==> config.mk <==
export PLATFORM = sky130hd
export DESIGN_NAME = run_monitor
export DESIGN_NICKNAME = d
export VERILOG_FILES = /design/src/rtl/run_monitor.sv
export SDC_FILE = /design/constraint.sdc
export NUM_CORES = 1
export LEC_CHECK = 0
export ABC_AREA = 0
export CORE_UTILIZATION = 50
export DETAILED_ROUTE_END_ITERATION = 6
export HOLD_SLACK_MARGIN = 0.12
export PLACE_DENSITY = 0.88
export SYNTH_ARGS = -nofsm -noshare
export SYNTH_HDL_FRONTEND = slang
export SYNTH_SLANG_ARGS = --single-unit
==> constraint.sdc <==
create_clock -name clk -period 2.8 [get_ports clk]
set_input_delay 0.42 -clock clk [delete_from_list [all_inputs] [get_ports clk]]
set_output_delay 0.42 -clock clk [all_outputs]
set_load 0.02 [all_outputs]
==> src/rtl/run_monitor.sv <==
// rtl/run_monitor.sv - program-run monitor: end-address, self-loop and timeout termination with run counters
module run_monitor #(
    parameter int unsigned PC_W       = 32,
    parameter int unsigned END_ADDR   = 32'h0000_5000,
    parameter int unsigned TIMEOUT    = 10000,
    parameter int unsigned LOOP_LIMIT = 16,
    parameter int unsigned CNT_W      = 32
) (
    input  logic             clk,
    input  logic             reset,
    input  logic             start,
    input  logic             pc_valid,
    input  logic             stall,
    input  logic [PC_W-1:0]  pc,
    output logic             running,
    output logic             done,
    output logic [1:0]       cause,
    output logic [CNT_W-1:0] cycle_cnt,
    output logic [CNT_W-1:0] instr_cnt,
    output logic [PC_W-1:0]  last_pc
);

    localparam int unsigned LOOP_W = $clog2(LOOP_LIMIT + 1);

    // Encoding chosen so running/done come straight off state flops.
    typedef enum logic [1:0] {
        IDLE = 2'b00,
        RUN  = 2'b01,
        DONE = 2'b10
    } state_t;

    localparam logic [1:0] CAUSE_NONE    = 2'b00;
    localparam logic [1:0] CAUSE_END     = 2'b01;
    localparam logic [1:0] CAUSE_TIMEOUT = 2'b10;
    localparam logic [1:0] CAUSE_LOOP    = 2'b11;

    state_t            state_q, state_d;
    logic [1:0]        cause_q, cause_d;
    logic [CNT_W-1:0]  cycle_q, cycle_d;
    logic [CNT_W-1:0]  instr_q, instr_d;
    logic [PC_W-1:0]   last_pc_q, last_pc_d;
    logic [LOOP_W-1:0] loop_q, loop_d;
    logic              have_pc_q, have_pc_d;

    logic              accept;
    logic              end_hit;
    logic              repeat_hit;
    logic              loop_hit;
    logic              timeout_hit;
    logic [PC_W:0]     pc_plus4;

    // One extra bit so a PC near all-ones still compares as past the end.
    assign pc_plus4    = {1'b0, pc} + (PC_W + 1)'(4);
    assign accept      = (state_q == RUN) && pc_valid && !stall;
    assign end_hit     = accept && (pc_plus4 >= (PC_W + 1)'(END_ADDR));
    assign repeat_hit  = accept && have_pc_q && (pc == last_pc_q);
    assign loop_hit    = repeat_hit && (loop_q == LOOP_W'(LOOP_LIMIT - 1));
    assign timeout_hit = (state_q == RUN) && (cycle_q == CNT_W'(TIMEOUT - 1));

    always_comb begin
        state_d   = state_q;
        cause_d   = cause_q;
        cycle_d   = cycle_q;
        instr_d   = instr_q;
        last_pc_d = last_pc_q;
        loop_d    = loop_q;
        have_pc_d = have_pc_q;

        unique case (state_q)
            IDLE, DONE: begin
                if (start) begin
                    state_d   = RUN;
                    cause_d   = CAUSE_NONE;
                    cycle_d   = '0;
                    instr_d   = '0;
                    last_pc_d = '0;
                    loop_d    = '0;
                    have_pc_d = 1'b0;
                end
            end
            RUN: begin
                if (cycle_q != '1) begin
                    cycle_d = cycle_q + CNT_W'(1);
                end
                if (accept) begin
                    instr_d   = instr_q + CNT_W'(1);
                    last_pc_d = pc;
                    have_pc_d = 1'b1;
                    loop_d    = repeat_hit ? loop_q + LOOP_W'(1) : '0;
                end
                if (end_hit) begin
                    state_d = DONE;
                    cause_d = CAUSE_END;
                end else if (loop_hit) begin
                    state_d = DONE;
                    cause_d = CAUSE_LOOP;
                end else if (timeout_hit) begin
                    state_d = DONE;
                    cause_d = CAUSE_TIMEOUT;
                end
            end
            default: state_d = IDLE;
        endcase
    end

    always_ff @(posedge clk) begin
        if (!reset) begin
            state_q   <= IDLE;
            cause_q   <= CAUSE_NONE;
            cycle_q   <= '0;
            instr_q   <= '0;
            last_pc_q <= '0;
            loop_q    <= '0;
            have_pc_q <= 1'b0;
        end else begin
            state_q   <= state_d;
            cause_q   <= cause_d;
            cycle_q   <= cycle_d;
            instr_q   <= instr_d;
            last_pc_q <= last_pc_d;
            loop_q    <= loop_d;
            have_pc_q <= have_pc_d;
        end
    end

    assign running   = state_q[0];
    assign done      = state_q[1];
    assign cause     = cause_q;
    assign cycle_cnt = cycle_q;
    assign instr_cnt = instr_q;
    assign last_pc   = last_pc_q;

endmodule
==> results of run 1 <==
[Yosys cell counts (3+ instances only)]
cell type,count,area [sq um]
clkbuf_1,28,105
nor2_1,84,315
nand3b_1,5,37.5
dfxtp_1,106,2120
and2_1,11,68.8
a22oi_1,3,22.5
nand4_1,24,150
or3_1,5,31.3
o21ai_1,4,20.0
mux2_1,5,56.3
ha_1,4,50.1
nand4b_1,3,26.3
nor3_1,29,145
nand2_1,79,297
buf_2,9,45.0
nor2b_1,5,31.3
inv_1,11,41.3
o21ai_0,26,130
nor4_4,3,63.8
mux2i_1,5,50.1
nor4_1,25,156
a311oi_1,4,35.0
xnor2_1,28,245
nor3b_1,6,45.0
xor2_1,31,272
a21oi_1,62,310
buf_1,5,18.8
nand3_1,70,350
a31oi_1,5,31.3
and3_1,14,87.6
and4_1,4,35.0
nor4_2,7,87.6
[state kept, by name, indices dropped and copies added (netlist names)]
register and cells:
state_q 2, instr_cnt 32, have_pc_q 1, cycle_cnt 32, cause 2, loop_q 5, last_pc 32
[report_power, final]
part / switching, mW / internal, mW
sequential: 0.0216 / 1.53
clock: 0.548 / 0.711
combinational: 0.257 / 0.173
total: 0.827 / 2.41
[tightest hold or removal path, delay by kind of cell, from the launching register on]
| kind | cells | cell delay, ps |
|---|---|---|
| compound gates | 1 | 50 |
| buf+inv | 1 | 60 |
| flops | 1 | 320 |
[area by class of cell]
| cell class | count | area [sq um] |
|---|---|---|
| multi-input cells | 588 | 3510 |
| well taps | 143 | 179 |
| flip-flops and latches | 106 | 2120 |
| clock buffers | 12 | 246 |
| fillers | 929 | 3500 |
| inverters | 11 | 41.3 |
| repair buffers | 182 | 1730 |
| clock inverters | 2 | 38.8 |
[cell families after synthesis]
group,after synthesis
and+or+nand+nor,390
AOI/OAI and AO/OA,125
DFF,106
xor gates and xnor gates,59
buffers and inverters,53
muxes,10
adders and majority gates,4
[how the worst max path moves through the flow]
| stage | startpoint | end | slack [ps] | cells after the start |
|---|---|---|---|---|
| after global routing | pc[13] | state_q[1] | 170 | 8 |
| after global placement | pc[8] | cause[0] | -0.7 | 9 |
| after floorplan | pc[12] | cause[0] | 510 | 8 |
| after detailed placement | pc[13] | state_q[1] | -30 | 8 |
| after CTS | pc[13] | state_q[1] | 310 | 8 |
| final | pc[13] | state_q[1] | 290 | 8 |
[per-layer routing]
metal | up-vias | global-route usage | part of all wire
li1 | 2982 | - | -
met1 | 2882 | 0.384 | 0.44
met2 | 256 | 0.457 | 0.47
met3 | 32 | 0.0445 | 0.065
met4 | 0 | 0.0924 | 0.021
met5 | - | 0 | 0
==> summary.txt, run 1 <==
STA
  – Final Max Tran Viols: 0
  – Setup ws final: 290 ps
  – WHS: 484 ps
  – Worst-margin pin slew: 943 ps
  – Final setup fails: 0
  – Relative slew margins: 0.369
  – Tmin final: 2510 ps
  – Clock skew: 10.5 ps
  – Hold Vio Cnt, Final: 0
  – Sum of negative setup slack: 0 ps
  – RSZ-0062 raised after global routing: no
  – Max Freq: 0.398 GHz
  – Final worst-path cycle share: 0.896

Critical path
  – CP required: 3030 ps
  – Crit path DAT: 2740 ps
  – CP top delay family: compound AO/OA/AOI/OAI gates
  – Crit-path max cell delay: 670 ps
  – Reg2Reg Launch Point: instr_cnt[0]
  – Worst Setup End Kind: register
  – Reg2reg path depth: 8
  – Buffer and inverter count on the worst path: 1
  – Max Fanout on Critical Path: 10
  – Worst setup SP type: input port
  – R2R Path End: instr_cnt[27]
  – CP Class: input port to register
  – R2R Setup Slk: 410 ps
  – Critical-path top delay cell: clkdlybuf4s50_1
  – Worst path cell trace: clkdlybuf4s50_1 > nand3_1 > nor2_2 > nand3_2 > a221o_1 > nor4_4 > a21oi_2 > o31a_1

Logic synthesis
  – Fraction of the mapped netlist area in adder cells: 0.00860
  – Mapped Area: 0.00582 sq mm
  – Post-synthesis area per instance: 7.79 sq um
  – Cells after Synth: 747
  – Main combinational cell family by area after synthesis: simple AND/OR/NAND/NOR gates
  – Main synth FF type: dfxtp_1
  – Seq/Total Area, Yosys: 0.365
  – Synth async-reset ratio: 0
  – Post-synth EDFFs: 0
  – Xor/xnor share of the synthesized area: 0.0888
  – Compound-Gate Fraction of Synth Area: 0.127
  – Yosys cell types: 62
  – Synth Area in Simple Gates: 0.357
  – Yosys synthesis warning count: 0
  – Synthesized flop and latch total: 106
  – Synthesized Nets: 788
  – Multiplexer area fraction after synthesis: 0.0183

Finish
  – Most frequent cells in the layout: clkdlybuf4s50_1 (136), dfxtp_1 (106), nor2_1 (84), nand2_1 (79), nand3_1 (70)
  – Layout cell share with drive strength beyond 1: 0.0910
  – Layout area overhead: 35.2%
  – Fin cells: 1,044
  – Nets: 939
  – Diodes inserted: 0
  – Post-layout util: 0.692
  – Final instance area: 0.00787 sq mm
  – Commonest non-fill, non-tap cell in the layout: clkdlybuf4s50_1

Floorplanning
  – FP Rows: 39
  – Die Wd: 110 um
  – Ports: 137
  – Height of the die: 110 um
  – DIE AREA: 0.0121 sq mm
  – Core Box Area: 0.0114 sq mm
  – Starting Density: 0.512

Status
  – Status: finished clean

Global routing
  – Vias in the first global route: 5,523
  – Wire length of the first global-routing pass: 26,700 um
  – Initial antenna violation count: 0
  – Pin count of the biggest net entering global routing: 52
  – Gr usage total: 0.283
  – Global route overflow: 0

Drt
  – Final wirelength: 17,000 um
  – Drt drc: 0
  – DRT iter0 DRCs: 555
  – Vias post-DR: 6,152
  – ANT nets after route: 0
  – 1st-pass router iterations: 5
  – Wire length per cell: 16.2 um
  – Via density: 5.89

Placed design
  – DP HPWL: 12,400 um
  – GP Congestion: 0.958
  – Pre-CTS WS: -33.2 ps
  – Cell Area, Placed: 0.00758 sq mm
  – IO buf count: 136
  – Placed Cells: 1,030

Job
  – Number of max-cap violations: 0

Worst hold path
  – Hold depth: 2
  – Hold WC Path Type: register to register
  – Hold wc startpoint: cause[1]
  – Hold Path Sink: cause[1]

Power and ir drop
  – Lkg Pwr: 2.67 nW
  – PwrDens: 411 mW/mm^2
  – Total chip power: 3.24 mW
  – Worst VDD drop: 282 uV

Clocking
  – Root buf cell: clkbuf_16
  – H-tree depth: 3
  – CTS tree: built
  – Clock-pin slew on the worst setup and hold paths: 70 ps
  – CTS buffer count: 9
  – Resize count post-CTS: 0
  – Max clock buf depth: 2
  – Hold buffers post-CTS: 0
  – Postcts setup bufs: 0
  – TritonCTS Sinks: 106
  – Worst skew pair latency: 340 ps
No activity file was read; power rests on OpenSTA's default activity.
==> run 2: changes to the inputs <==
Settings changed: CAP_MARGIN set to 25.
==> results of run 2 <==
Same layout as run 1: the final DEF is identical, and so are final timing and power.
==> run 3: changes to the inputs <==
Settings changed: RECOVER_POWER set to 25, SKIP_CTS_REPAIR_TIMING set to 1.
==> run 3 against run 2 <==
Effect of this change:
- fmax up 0.18%
- clock power barely moved
- clock-buffer cell count stayed put
- utilization is 0.077 points lower
- critical endpoint unchanged
- highest routed layer unchanged
==> summary.txt, run 3 (same netlist as run 1, synthesis figures left out) <==
Finish
  – Register area: 0.00212 sq mm (unchanged)
  – Multi-input combinational cell area: 0.00350 sq mm (was 0.00351 sq mm)
  – Layout cell share with drive strength beyond 1: 0.0888 (was 0.0910)
  – Final instance area: 0.00786 sq mm (was 0.00787 sq mm)
  – Commonest non-fill, non-tap cell in the layout: clkdlybuf4s50_1 (unchanged)
  – Diodes inserted: 0 (unchanged)
  – Fill cells: 930 (was 929)
  – Most frequent cells in the layout: clkdlybuf4s50_1 (118), dfxtp_1 (106), nor2_1 (84), nand2_1 (79), nand3_1 (70) (was clkdlybuf4s50_1 (136), dfxtp_1 (106), nor2_1 (84), nand2_1 (79), nand3_1 (70))
  – Layout area overhead: 35.1% (was 35.2%)
  – Nets: 939 (unchanged)

Clocking
  – Root buf cell: clkbuf_16 (unchanged)
  – Max clock buf depth: 2 (unchanged)
  – TritonCTS Sinks: 106 (unchanged)
  – Clock-pin slew on the worst setup and hold paths: 70 ps (about the same)
  – CTS tree: built (unchanged)
  – H-tree depth: 3 (unchanged)
  – CTS buffer count: 9 (unchanged)
  – Worst skew pair latency: 340 ps (about the same)

STA
  – Final worst-path cycle share: 0.895 (was 0.896)
  – Hold Vio Cnt, Final: 0 (unchanged)
  – Max Freq: 0.399 GHz (was 0.398 GHz)
  – Relative slew margins: 0.368 (was 0.369)
  – Sum of negative setup slack: 0 ps (unchanged)
  – Setup ws final: 295 ps (was 290 ps)
  – Final setup fails: 0 (unchanged)
  – RSZ-0062 raised after global routing: no (unchanged)
  – Clock skew: 10.5 ps (about the same)
  – Final Max Tran Viols: 0 (unchanged)
  – Tmin final: 2510 ps (about the same)
  – WHS: 481 ps (was 484 ps)
  – Worst-margin pin slew: 945 ps (was 943 ps)

Critical path
  – Reg2Reg Launch Point: state_q[0] (was instr_cnt[0])
  – CP Class: input port to register (unchanged)
  – Reg2reg path depth: 5 (was 8)
  – CP required: 3030 ps (about the same)
  – R2R Setup Slk: 370 ps (was 410 ps)
  – Worst Setup End Kind: register (unchanged)
  – Max Fanout on Critical Path: 10 (unchanged)
  – Crit path DAT: 2740 ps (about the same)
  – R2R Path End: last_pc[15] (was instr_cnt[27])
  – Worst Setup EP: state_q[1] (unchanged)
  – Worst setup path start: pc[13] (unchanged)
  – Worst setup SP type: input port (unchanged)

Power and ir drop
  – Worst VDD drop: 282 uV (about the same)
  – PwrDens: 411 mW/mm^2 (about the same)
  – Lkg Pwr: 2.73 nW (was 2.67 nW)
  – Total chip power: 3.23 mW (was 3.24 mW)

Drt
  – Via density: 5.85 (was 5.89)
  – Wire length per cell: 16.2 um (about the same)
  – ANT nets after route: 0 (unchanged)
  – Drt drc: 0 (unchanged)
  – Final wirelength: 16,900 um (was 17,000 um)
  – 1st-pass router iterations: 5 (unchanged)
  – DRT iter0 DRCs: 558 (was 555)
  – Vias post-DR: 6,109 (was 6,152)

Floorplanning
  – Height of the die: 110 um (unchanged)
  – DIE AREA: 0.0121 sq mm (unchanged)
  – FP Rows: 39 (unchanged)
  – Ports: 137 (unchanged)
  – Starting Density: 0.512 (unchanged)
  – Die Wd: 110 um (unchanged)
  – Core Box Area: 0.0114 sq mm (unchanged)

Job
  – Number of max-cap violations: 0 (unchanged)

Global routing
  – Initial antenna violation count: 0 (unchanged)
  – Gr usage total: 0.283 (unchanged)
  – Wire length of the first global-routing pass: 26,700 um (unchanged)
  – Vias in the first global route: 5,523 (unchanged)
  – Pin count of the biggest net entering global routing: 52 (unchanged)
  – Global route overflow: 0 (unchanged)

Placed design
  – IO buf count: 136 (unchanged)
  – GP Congestion: 0.958 (unchanged)
  – Pre-CTS WS: -33.2 ps (unchanged)
  – DP HPWL: 12,400 um (unchanged)
  – Cell Area, Placed: 0.00758 sq mm (unchanged)

Status
  – Status: finished clean (unchanged)

Worst hold path
  – Hold depth: 2 (unchanged)
  – Hold WC Path Type: register to register (unchanged)
-- run 3: per-layer routing --
metal / up-vias / global-route usage / share of wire / routed length (um)
li1: 2978 / - / - / -
met2: 259 / 0.457 / 0.47 / 7950
met3: 30 / 0.0445 / 0.068 / 1150
met5: - / 0 / 0 / 0
met1: 2842 / 0.384 / 0.44 / 7450
met4: 0 / 0.0924 / 0.021 / 353
-- run 3: report_power, final --
group          leakage (nW)  internal [mW]  switching [mW]
Clock                 0.139          0.711           0.545
Combinational          1.74          0.170           0.257
Sequential            0.855           1.53          0.0212
-- run 3: how the worst min path moves through the flow --
| stage | startpoint | to | slack [ps] |
|---|---|---|---|
| 6_report | cause[1] | cause[1] | 480 |
| 5_1_grt | cause[1] | cause[1] | 510 |
| 4_1_cts | cause[1] | cause[1] | 490 |
| 3_5_place_dp | cause[1] | cause[1] | 480 |
| 3_3_place_gp | loop_q[4] | loop_q[4] | 470 |
| 2_1_floorplan | loop_q[3] | loop_q[3] | 450 |
-- run 3: final cells by class --
cell class                 count  area share
multi-input combinational    588       0.446
sequential                   106       0.270
timing repair buffer         182       0.220
clock buffer                  12      0.0314
tap                          143      0.0228
inverter                      11     0.00525
clock inverter                 2     0.00494
-- run 3: critical path, stage by stage --
cell	delay [ps]
clkdlybuf4s50_1	670
nand3_1	160
nor2_2	300
nand3_2	120
a221o_1	400
nor4_4	240
a21oi_2	120
o31a_1	300
-- run 3: stage by stage --
step                 util  std cells
global placement    0.667       1030
CTS                 0.692       1044
floorplan               -        747
global route        0.691       1044
finish              0.691       1044
detailed placement  0.667       1030
